**config.mk**
```make
export PLATFORM = sky130hd
export DESIGN_NAME = io_display_ctrl_flat
export DESIGN_NICKNAME = d
export VERILOG_FILES = /design/src/rtl/io_display_ctrl_if.sv /design/src/rtl/io_display_ctrl.sv /design/src/flat_wrapper.sv
export SDC_FILE = /design/constraint.sdc
export NUM_CORES = 1
export LEC_CHECK = 0
export ABC_CLOCK_PERIOD_IN_PS = 2000
export BUFFER_PORTS_ARGS = -buffer_cell sky130_fd_sc_hd__buf_2
export CAP_MARGIN = 20
export CORE_ASPECT_RATIO = 0.5
export CORE_MARGIN = 3
export CORE_UTILIZATION = 45
export DETAILED_ROUTE_END_ITERATION = 6
export PLACE_DENSITY = 0.68
export SETUP_SLACK_MARGIN = 0.02
export SLEW_MARGIN = 20
export SYNTH_ARGS = -nofsm -noshare
export SYNTH_HDL_FRONTEND = slang
export SYNTH_SLANG_ARGS = --single-unit
```
**constraint.sdc**
```tcl
create_clock -name clk -period 2 [get_ports clk]
set_input_delay 0 -clock clk [delete_from_list [all_inputs] [get_ports clk]]
set_output_delay 0 -clock clk [all_outputs]
set_load 0.01 [all_outputs]
```
**src/rtl/io_display_ctrl_if.sv**
```systemverilog
// CPU-to-display bus bundle.
//   memWrite/address/writeData : CPU write strobe, bus address, write data
//   digits/ledOut              : display register contents
//   busy/overflow/statusData   : decimal-conversion status and CPU-readable status word
// master = CPU side, slave = display controller side.
interface io_display_ctrl_if;
  logic        memWrite;
  logic [31:0] address;
  logic [31:0] writeData;
  logic [31:0] digits;
  logic [15:0] ledOut;
  logic        busy;
  logic        overflow;
  logic [31:0] statusData;

  modport master (
    output memWrite, address, writeData,
    input  digits, ledOut, busy, overflow, statusData
  );

  modport slave (
    input  memWrite, address, writeData,
    output digits, ledOut, busy, overflow, statusData
  );
endinterface

```
**src/rtl/io_display_ctrl.sv**
```systemverilog
// Write-side display controller.
//   clk  : system clock, rising edge
//   rst  : asynchronous active-low reset
//   bus  : io_display_ctrl_if.slave (CPU write bus in, display registers and status out)
// Hex writes land in the digit register immediately. Decimal writes run a
// 32-iteration double-dabble (shift-and-add-3) engine and commit the low eight
// BCD digits one cycle after the last shift. Any new hex/decimal write
// supersedes a conversion in flight.
module io_display_ctrl #(
  parameter logic [31:0] SEG_HEX_ADDR = 32'hFFFF_FFF0,
  parameter logic [31:0] LED_ADDR     = 32'hFFFF_FFC2,
  parameter logic [31:0] SEG_DEC_ADDR = 32'hFFFF_FFC4,
  parameter logic [31:0] STATUS_ADDR  = 32'hFFFF_FFC6
) (
  input logic             clk,
  input logic             rst,
  io_display_ctrl_if.slave bus
);

  typedef enum logic [1:0] {
    IDLE = 2'd0,
    CONV = 2'd1,
    DONE = 2'd2
  } state_t;

  state_t      state_q, state_d;
  logic [31:0] bin_q, bin_d;
  logic [39:0] bcd_q, bcd_d;
  logic [4:0]  cnt_q, cnt_d;
  logic [31:0] digits_q, digits_d;
  logic [15:0] led_q, led_d;
  logic        ovf_q, ovf_d;

  logic        hex_wr_s, dec_wr_s, led_wr_s;
  logic [39:0] bcd_adj_s;
  state_t      fsm_state_s;
  logic [31:0] fsm_bin_s;
  logic [39:0] fsm_bcd_s;
  logic [4:0]  fsm_cnt_s;
  logic [31:0] fsm_digits_s;
  logic        fsm_ovf_s;

  // Add 3 to every BCD digit that is 5 or more, so the following shift carries correctly.
  function automatic logic [39:0] bcd_adjust(input logic [39:0] v);
    logic [39:0] r;
    r = v;
    for (int i = 0; i < 10; i++) begin
      r[i*4 +: 4] = (v[i*4 +: 4] >= 4'd5) ? (v[i*4 +: 4] + 4'd3) : v[i*4 +: 4];
    end
    return r;
  endfunction

  assign hex_wr_s  = bus.memWrite && (bus.address == SEG_HEX_ADDR);
  assign dec_wr_s  = bus.memWrite && (bus.address == SEG_DEC_ADDR);
  assign led_wr_s  = bus.memWrite && (bus.address == LED_ADDR);
  assign bcd_adj_s = bcd_adjust(bcd_q);

  // Conversion progress when no hex/decimal write intervenes.
  always_comb begin
    fsm_state_s  = state_q;
    fsm_bin_s    = bin_q;
    fsm_bcd_s    = bcd_q;
    fsm_cnt_s    = cnt_q;
    fsm_digits_s = digits_q;
    fsm_ovf_s    = ovf_q;
    case (state_q)
      IDLE: begin
        fsm_state_s = IDLE;
      end
      CONV: begin
        {fsm_bcd_s, fsm_bin_s} = {bcd_adj_s[38:0], bin_q, 1'b0};
        fsm_cnt_s = cnt_q + 5'd1;
        if (cnt_q == 5'd31) begin
          fsm_state_s = DONE;
        end else begin
          fsm_state_s = CONV;
        end
      end
      DONE: begin
        // bcd[31:0] is value mod 10^8; upper two digits flag overflow.
        fsm_digits_s = bcd_q[31:0];
        fsm_ovf_s    = |bcd_q[39:32];
        fsm_state_s  = IDLE;
      end
      default: begin
        fsm_state_s = IDLE;
      end
    endcase
  end

  // Final next-state: hex/decimal writes override the engine (latest write wins).
  always_comb begin
    state_d  = fsm_state_s;
    bin_d    = fsm_bin_s;
    bcd_d    = fsm_bcd_s;
    cnt_d    = fsm_cnt_s;
    digits_d = fsm_digits_s;
    ovf_d    = fsm_ovf_s;
    if (hex_wr_s) begin
      digits_d = bus.writeData;
      ovf_d    = ovf_q;
      state_d  = IDLE;
    end else if (dec_wr_s) begin
      bin_d    = bus.writeData;
      bcd_d    = 40'd0;
      cnt_d    = 5'd0;
      digits_d = digits_q;
      ovf_d    = ovf_q;
      state_d  = CONV;
    end else begin
      state_d  = fsm_state_s;
    end
    if (led_wr_s) begin
      led_d = bus.writeData[15:0];
    end else begin
      led_d = led_q;
    end
  end

  // State and display registers.
  always_ff @(posedge clk or negedge rst) begin
    if (!rst) begin
      state_q  <= IDLE;
      bin_q    <= 32'd0;
      bcd_q    <= 40'd0;
      cnt_q    <= 5'd0;
      digits_q <= 32'd0;
      led_q    <= 16'd0;
      ovf_q    <= 1'b0;
    end else begin
      state_q  <= state_d;
      bin_q    <= bin_d;
      bcd_q    <= bcd_d;
      cnt_q    <= cnt_d;
      digits_q <= digits_d;
      led_q    <= led_d;
      ovf_q    <= ovf_d;
    end
  end

  assign bus.digits     = digits_q;
  assign bus.ledOut     = led_q;
  assign bus.busy       = (state_q != IDLE);
  assign bus.overflow   = ovf_q;
  assign bus.statusData = (bus.address == STATUS_ADDR) ?
                          {30'd0, ovf_q, (state_q != IDLE)} : 32'd0;

endmodule

```
**src/flat_wrapper.sv**
```systemverilog
// flat-port wrapper written by rule: the top's interface ports become plain ports
module io_display_ctrl_flat 
#(
  parameter logic [31:0] SEG_HEX_ADDR = 32'hFFFF_FFF0,
  parameter logic [31:0] LED_ADDR     = 32'hFFFF_FFC2,
  parameter logic [31:0] SEG_DEC_ADDR = 32'hFFFF_FFC4,
  parameter logic [31:0] STATUS_ADDR  = 32'hFFFF_FFC6
)
  (clk, rst, bus_memWrite, bus_address, bus_writeData, bus_digits, bus_ledOut, bus_busy, bus_overflow, bus_statusData);
  io_display_ctrl_if bus_i ();
  input logic clk;
  input logic rst;
  input wire logic [$bits(bus_i.memWrite)-1:0] bus_memWrite;
  input wire logic [$bits(bus_i.address)-1:0] bus_address;
  input wire logic [$bits(bus_i.writeData)-1:0] bus_writeData;
  output wire logic [$bits(bus_i.digits)-1:0] bus_digits;
  output wire logic [$bits(bus_i.ledOut)-1:0] bus_ledOut;
  output wire logic [$bits(bus_i.busy)-1:0] bus_busy;
  output wire logic [$bits(bus_i.overflow)-1:0] bus_overflow;
  output wire logic [$bits(bus_i.statusData)-1:0] bus_statusData;
  assign bus_i.memWrite = bus_memWrite;
  assign bus_i.address = bus_address;
  assign bus_i.writeData = bus_writeData;
  assign bus_digits = bus_i.digits;
  assign bus_ledOut = bus_i.ledOut;
  assign bus_busy = bus_i.busy;
  assign bus_overflow = bus_i.overflow;
  assign bus_statusData = bus_i.statusData;
  io_display_ctrl #(.SEG_HEX_ADDR(SEG_HEX_ADDR), .LED_ADDR(LED_ADDR), .SEG_DEC_ADDR(SEG_DEC_ADDR), .STATUS_ADDR(STATUS_ADDR)) u_core (.clk(clk), .rst(rst), .bus(bus_i));
endmodule
```
Word-level counts from Yosys, hierarchy flattened
Index checks and enable logic that the tools add are counted.
- equality and inequality tests: 8
- bitwise operators: 2
- add/subtract/negate cells: 11
- multiplexer cells: 27
- magnitude comparators: 10
- reduce and logical (&&, ||, !) cells: 8
- operator list (operator ; number):
    32-bit two-way mux ; 6
    32-bit equality test, second input constant ; 4
    40-bit two-way mux ; 3
    4-bit by 3-bit >= comparator with 1-bit output, second input constant ; 10
    4-bit by 2-bit adder with 4-bit output, second input constant ; 9
    4-bit two-way mux ; 9
    5-bit two-way mux ; 3
    2-bit two-way mux ; 5
    8-bit OR reduction ; 1
    5-bit by 1-bit adder with 5-bit output, second input constant ; 1
    5-bit equality test, second input constant ; 1
    2-bit nonzero test ; 2
    3-bit by 2-bit adder with 3-bit output, second input constant ; 1
    1-bit logical AND ; 3
    3-bit two-way mux ; 1
    3-bit AND reduction ; 1
    2-bit by 1-bit equality test with 1-bit output, second input constant ; 1
    2-bit equality test, second input constant ; 1
    2-bit by 1-bit != test with 1-bit output, second input constant ; 1
    1-bit inverter ; 2
    2-bit AND reduction ; 1
- word-level logic and storage cells: 73
- output and inout bits: 82
- flip-flop bits (word level): 128
- bits of input ports: 67

Depth between registers and ports, before layout
- depth in word-level cells: 5
- mapped depth: 7
- depth with buffers taken out: 7

Least setup slack after synthesis
OpenSTA, ideal clock, no wires.
- path type: register -> register
- from: reg u_core.state_q[0]
- to: reg u_core.digits_q[16], in the netlist u_core.bus.digits[16]
- slack: 0.178 ns
- library setup time: 0.123 ns
- arrival time: 1.700 ns
- stages on the path, launching flop included: 7
- cells stage by stage: dfrtp_1 > nand2b_1 > a31oi_1 > clkbuf_1 > clkbuf_1 > nand2_1 > o221a_1
- cells in the longest elaborated chain, start to end: 3
- ends and longest elaborated chain (element ; line ; source):
    start, declared ; io_display_ctrl.sv:26 ; state_t state_q, state_d;
    start signal, assigned ; io_display_ctrl.sv:131 ; state_q <= state_d;
    2-bit equality test ; io_display_ctrl.sv:66 ; case (state_q)
    2-bit nonzero test (no source line) ; n/a ;
    2-bit AND reduction (no source line) ; n/a ;
    end signal, assigned ; io_display_ctrl.sv:135 ; digits_q <= digits_d;
    end, declared ; io_display_ctrl.sv:30 ; logic [31:0] digits_q, digits_d;
No other way between the ends.
A chain may end at the register's enable or synchronous reset.

Worst setup path in the final report
- from: reg u_core.bcd_q[20]
- to: reg u_core.bcd_q[22]
- cells in the longest elaborated chain, start to end: 5
- ends and longest elaborated chain (element ; line ; source):
    start, declared ; io_display_ctrl.sv:28 ; logic [39:0] bcd_q, bcd_d;
    start signal, assigned ; io_display_ctrl.sv:125 ; bcd_q <= 40'd0;
    start signal, assigned ; io_display_ctrl.sv:133 ; bcd_q <= bcd_d;
    4-bit by 2-bit adder with 4-bit output or 4-bit by 3-bit >= comparator with 1-bit output (tied branches) ; io_display_ctrl.sv:48 ; r[i*4 +: 4] = (v[i*4 +: 4] >= 4'd5) ? (v[i*4 +: 4] + 4'd3) : v[i*4 +: 4];
    4-bit two-way mux (*) ; io_display_ctrl.sv:48 ;
    40-bit two-way mux (*) ; io_display_ctrl.sv:66 ;
    40-bit two-way mux ; io_display_ctrl.sv:103 ; end else if (dec_wr_s) begin
    40-bit two-way mux (*) ; io_display_ctrl.sv:99 ; if (hex_wr_s) begin
    via u_core.bcd_d[22] ; io_display_ctrl.sv:28 ;
The timed path passes the listed nets; every way through them passes the cells marked *.

==> metrics.txt <==
# TYPE chip_impl_metric gauge
chip_impl_metric{name="clock-sinks",unit=""} 128
chip_impl_info{name="clockRootBuffer",value="sky130_fd_sc_hd__clkbuf_16"} 1
chip_impl_metric{name="numPortBuffers",unit=""} 118
chip_impl_metric{name="route.antenna.remaining_nets",unit=""} 0
chip_impl_metric{name="postSynthRegisterBits",unit=""} 128
chip_impl_metric{name="number_of_global_route_vias_before_repair",unit=""} 5124
chip_impl_metric{name="wl_per_cell",unit="µm"} 15.0
chip_impl_metric{name="dp_worst_setup_slack",unit="ns"} -0.0518
chip_impl_metric{name="pwr_density_cell",unit="nW/µm²"} 722
chip_impl_metric{name="share_of_the_cycle_needed_by_the_critical_path_after_routing",unit=""} 0.861
chip_impl_metric{name="register_clock_pin_slew_on_the_reported_worst_setup_and_hold_paths",unit="ns"} 0.06
chip_impl_info{name="tritoncts",value="done"} 1
chip_impl_metric{name="grt_overflow_total",unit=""} 0
chip_impl_metric{name="vias",unit=""} 5207
chip_impl_info{name="start_kind",value="register"} 1
chip_impl_metric{name="ir_drop",unit="mV"} 0.642
chip_impl_metric{name="gp_congestion",unit=""} 0.813
chip_impl_metric{name="cts_max_path_buffers",unit=""} 2
chip_impl_info{name="path_class",value="reg -> reg"} 1
chip_impl_metric{name="h-tree-depth",unit=""} 4
chip_impl_metric{name="groute.usage.overall",unit=""} 0.191
chip_impl_metric{name="final-hold-violation-count",unit=""} 0
chip_impl_metric{name="layout-drive-gt1-share",unit=""} 0.227
chip_impl_metric{name="power.static_leakage",unit="µW"} 0.00376
chip_impl_metric{name="syn-cell-area",unit="µm²"} 6690
chip_impl_metric{name="maximum_number_of_pins_on_one_net_before_global_route_repair",unit=""} 66
chip_impl_metric{name="grt_pass1_wl",unit="µm"} 25100
chip_impl_info{name="outcome",value="finished, final reports clean"} 1
chip_impl_metric{name="finalNetCount",unit=""} 898
chip_impl_info{name="dominantRegCellSynth",value="sky130_fd_sc_hd__dfrtp_1"} 1
chip_impl_metric{name="syn_to_final_growth",unit="%"} 26.6
chip_impl_metric{name="row_count",unit=""} 30
chip_impl_metric{name="start_util",unit=""} 0.476
chip_impl_metric{name="async_flop_share",unit=""} 1.00
chip_impl_metric{name="post_synth.cell_area_avg",unit="µm²"} 10.3
chip_impl_metric{name="timing.hold.ws",unit="ns"} 0.0512
chip_impl_metric{name="timing.fmax",unit="MHz"} 581
chip_impl_metric{name="synth_enable_flop_cells",unit=""} 0
chip_impl_metric{name="worstPathArrival",unit="ns"} 2.05
chip_impl_metric{name="ys_seq_area_frac",unit=""} 0.479
chip_impl_metric{name="boundaryPins",unit=""} 149
chip_impl_metric{name="synth_cells",unit=""} 651
chip_impl_metric{name="post-cts-setup-buffer-count",unit=""} 0
chip_impl_metric{name="drt_drc_violations_left",unit=""} 0
chip_impl_metric{name="required",unit="ns"} 2.33
chip_impl_metric{name="hpwlAfterDp",unit="µm"} 10100
chip_impl_metric{name="synth_warnings",unit=""} 0
chip_impl_metric{name="critical_path.max_fanout",unit=""} 4
chip_impl_metric{name="inserted_diodes",unit=""} 0
chip_impl_metric{name="final_setup_slack_of_the_worst_path",unit="ns"} 0.279
chip_impl_metric{name="cts_buffers",unit=""} 17
chip_impl_metric{name="width_of_the_die",unit="µm"} 178
chip_impl_metric{name="ys_types",unit=""} 41
chip_impl_metric{name="final_slew_viol_count",unit=""} 0
chip_impl_metric{name="route.final.wire_length",unit="µm"} 15200
chip_impl_metric{name="max_cap_viol_count",unit=""} 0
chip_impl_metric{name="post-route-min-period",unit="ns"} 1.72
chip_impl_info{name="setup.worst_path.end_class",value="register"} 1
chip_impl_metric{name="cts-hold-fix-buffers",unit=""} 33
chip_impl_metric{name="drt_pre_antenna_iters",unit=""} 6
chip_impl_metric{name="core-area",unit="µm²"} 14000
chip_impl_metric{name="gates_resized_cts_repair",unit=""} 0
chip_impl_info{name="worstHoldPathType",value="in -> async"} 1
chip_impl_metric{name="full_die_area",unit="µm²"} 16400
chip_impl_metric{name="initial_antenna_violation_count",unit=""} 0
chip_impl_metric{name="finalSetupViolations",unit=""} 0
chip_impl_metric{name="detail_route.vias_per_cell",unit=""} 5.15
chip_impl_metric{name="nFillCells",unit=""} 1174
chip_impl_metric{name="finish.utilization",unit=""} 0.603
chip_impl_metric{name="skew",unit="ns"} 0.0103
chip_impl_metric{name="drtIter0Drc",unit=""} 309
chip_impl_metric{name="floorplan.die.height",unit="µm"} 92.2
chip_impl_metric{name="clkLatencyLatePin",unit="ns"} 0.41
chip_impl_info{name="grt_setup_unrepaired",value="no"} 1
[per-stage QoR]
step	instance area [µm²]	setup TNS (ns)	std cells	total power [µW]
2_1_floorplan	6790	0	680	2720
3_3_place_gp	7510	-0.00402	947	2820
3_5_place_dp	7510	-0.786	947	2820
4_1_cts	8470	0	1012	6160
5_1_grt	8470	0	1012	6320
6_report	8470	0	1012	6110
[critical path: stages (launching register included)]
cell and delay (ns):
sky130_fd_sc_hd__dfrtp_1 0.42, sky130_fd_sc_hd__inv_1 0.13, sky130_fd_sc_hd__ha_1 0.21, sky130_fd_sc_hd__nand2b_1 0.09, sky130_fd_sc_hd__a21oi_1 0.29, sky130_fd_sc_hd__mux2i_1 0.28
sky130_fd_sc_hd__nand2_1 0.08, sky130_fd_sc_hd__a21oi_1 0.15
[worst paths after layout]
kind	from	end	slack (ns)	depth (start not counted)
setup / recovery	u_core.bcd_q[20]	u_core.bcd_q[22]	0.28	7
hold / removal	rst	u_core.bcd_q[38]	0.05	2
setup reg to reg	u_core.bcd_q[20]	u_core.bcd_q[22]	0.28	7
hold reg to reg	u_core.bus.ledOut[6]	u_core.bus.ledOut[6]	0.48	1
max in group asynchronous	rst	u_core.bin_q[22]	1.27	3
min in group clk	bus_memWrite	u_core.bus.ledOut[6]	0.14	4
[synth_stat cells, types with 2 or more instances]
master                        n  area [µm²]
sky130_fd_sc_hd__dfrtp_1    128        3200
sky130_fd_sc_hd__o221a_1     32         360
sky130_fd_sc_hd__inv_1       21        78.8
sky130_fd_sc_hd__xor2_1       2        17.5
sky130_fd_sc_hd__a211oi_1    18         135
sky130_fd_sc_hd__buf_2        2        10.0
sky130_fd_sc_hd__nand4_1      7        43.8
sky130_fd_sc_hd__mux2i_1     41         410
sky130_fd_sc_hd__nor2b_1      2        12.5
sky130_fd_sc_hd__o21ai_0     22         110
sky130_fd_sc_hd__nor4_1       2        12.5
sky130_fd_sc_hd__nor3b_1     10        75.1
sky130_fd_sc_hd__nor2_1      48         180
sky130_fd_sc_hd__nand2_1     68         255
sky130_fd_sc_hd__buf_4       30         225
sky130_fd_sc_hd__clkbuf_1    24        90.1
sky130_fd_sc_hd__mux2_1      10         113
sky130_fd_sc_hd__ha_1        24         300
sky130_fd_sc_hd__a21oi_1     74         370
sky130_fd_sc_hd__nand3_1     13        65.1
sky130_fd_sc_hd__nand2b_1    30         188
sky130_fd_sc_hd__mux2_2       6        67.6
sky130_fd_sc_hd__nand4bb_1    2        22.5
sky130_fd_sc_hd__xnor2_1     11        96.3
sky130_fd_sc_hd__buf_6        8        90.1
[report_power, final]
part	total (µW)	switching, µW	internal, µW
combinational	231	129	103
sequential	2590	0.0000489	2590
clock	3290	1140	2150
total	6110	1270	4840
[area by class of cell]
type / instances / area [µm²] / share of cell area
well taps: 192 / 240 / 0.0284
inverters: 21 / 78.8 / 0.00931
flip-flops and latches: 128 / 3200 / 0.378
clock inverters: 10 / 159 / 0.0188
repair buffers: 173 / 1200 / 0.142
clock buffers: 22 / 464 / 0.0548
multi-input cells: 466 / 3120 / 0.368
[per-layer routing]
metal,wire [µm],share of wire,GRT usage
met1,7290,0.48,0.255
met2,7140,0.47,0.312
met3,602,0.040,0.0397
met4,166,0.011,0.0589
met5,0,0,0
[state kept, by name, indices dropped and copies added (netlist names)]
register and count:
u_core.bus.digits 32, u_core.bcd_q 40, u_core.bus.ledOut 16, u_core.bin_q 32
u_core.bus.overflow 1, u_core.cnt_q 5, u_core.state_q 2
[cells by family (layout without fill, tap and decap cells)]
family                     count (synthesis)  count (layout)  synth area share
other                                      1              30          0.000561
and+or+nand+nor                          193             193             0.144
AOI/OAI and AO/OA                        149             149             0.151
muxes                                     57              57            0.0883
DFF                                      128             128             0.479
xor gates and xnor gates                  13              13            0.0170
adders and majority gates                 24              24            0.0449
buffers and inverters                     86             226            0.0745
[placed cells by master (no fill, tap or decap), drive strengths merged, types with 3 or more instances in the layout]
master	instances
a211oi	18
a21oi	74
buf	140
bufinv	4
clkbuf	22
clkinv	4
conb	30
dfrtp	128
dlygate4sd3	33
ha	24
inv	21
mux2	16
mux2i	41
nand2	68
nand2b	30
nand3	13
nand4	7
nor2	48
nor3b	10
nor4	3
o21ai	22
o221a	32
xnor2	11
Power figures use the tool's default switching activity.
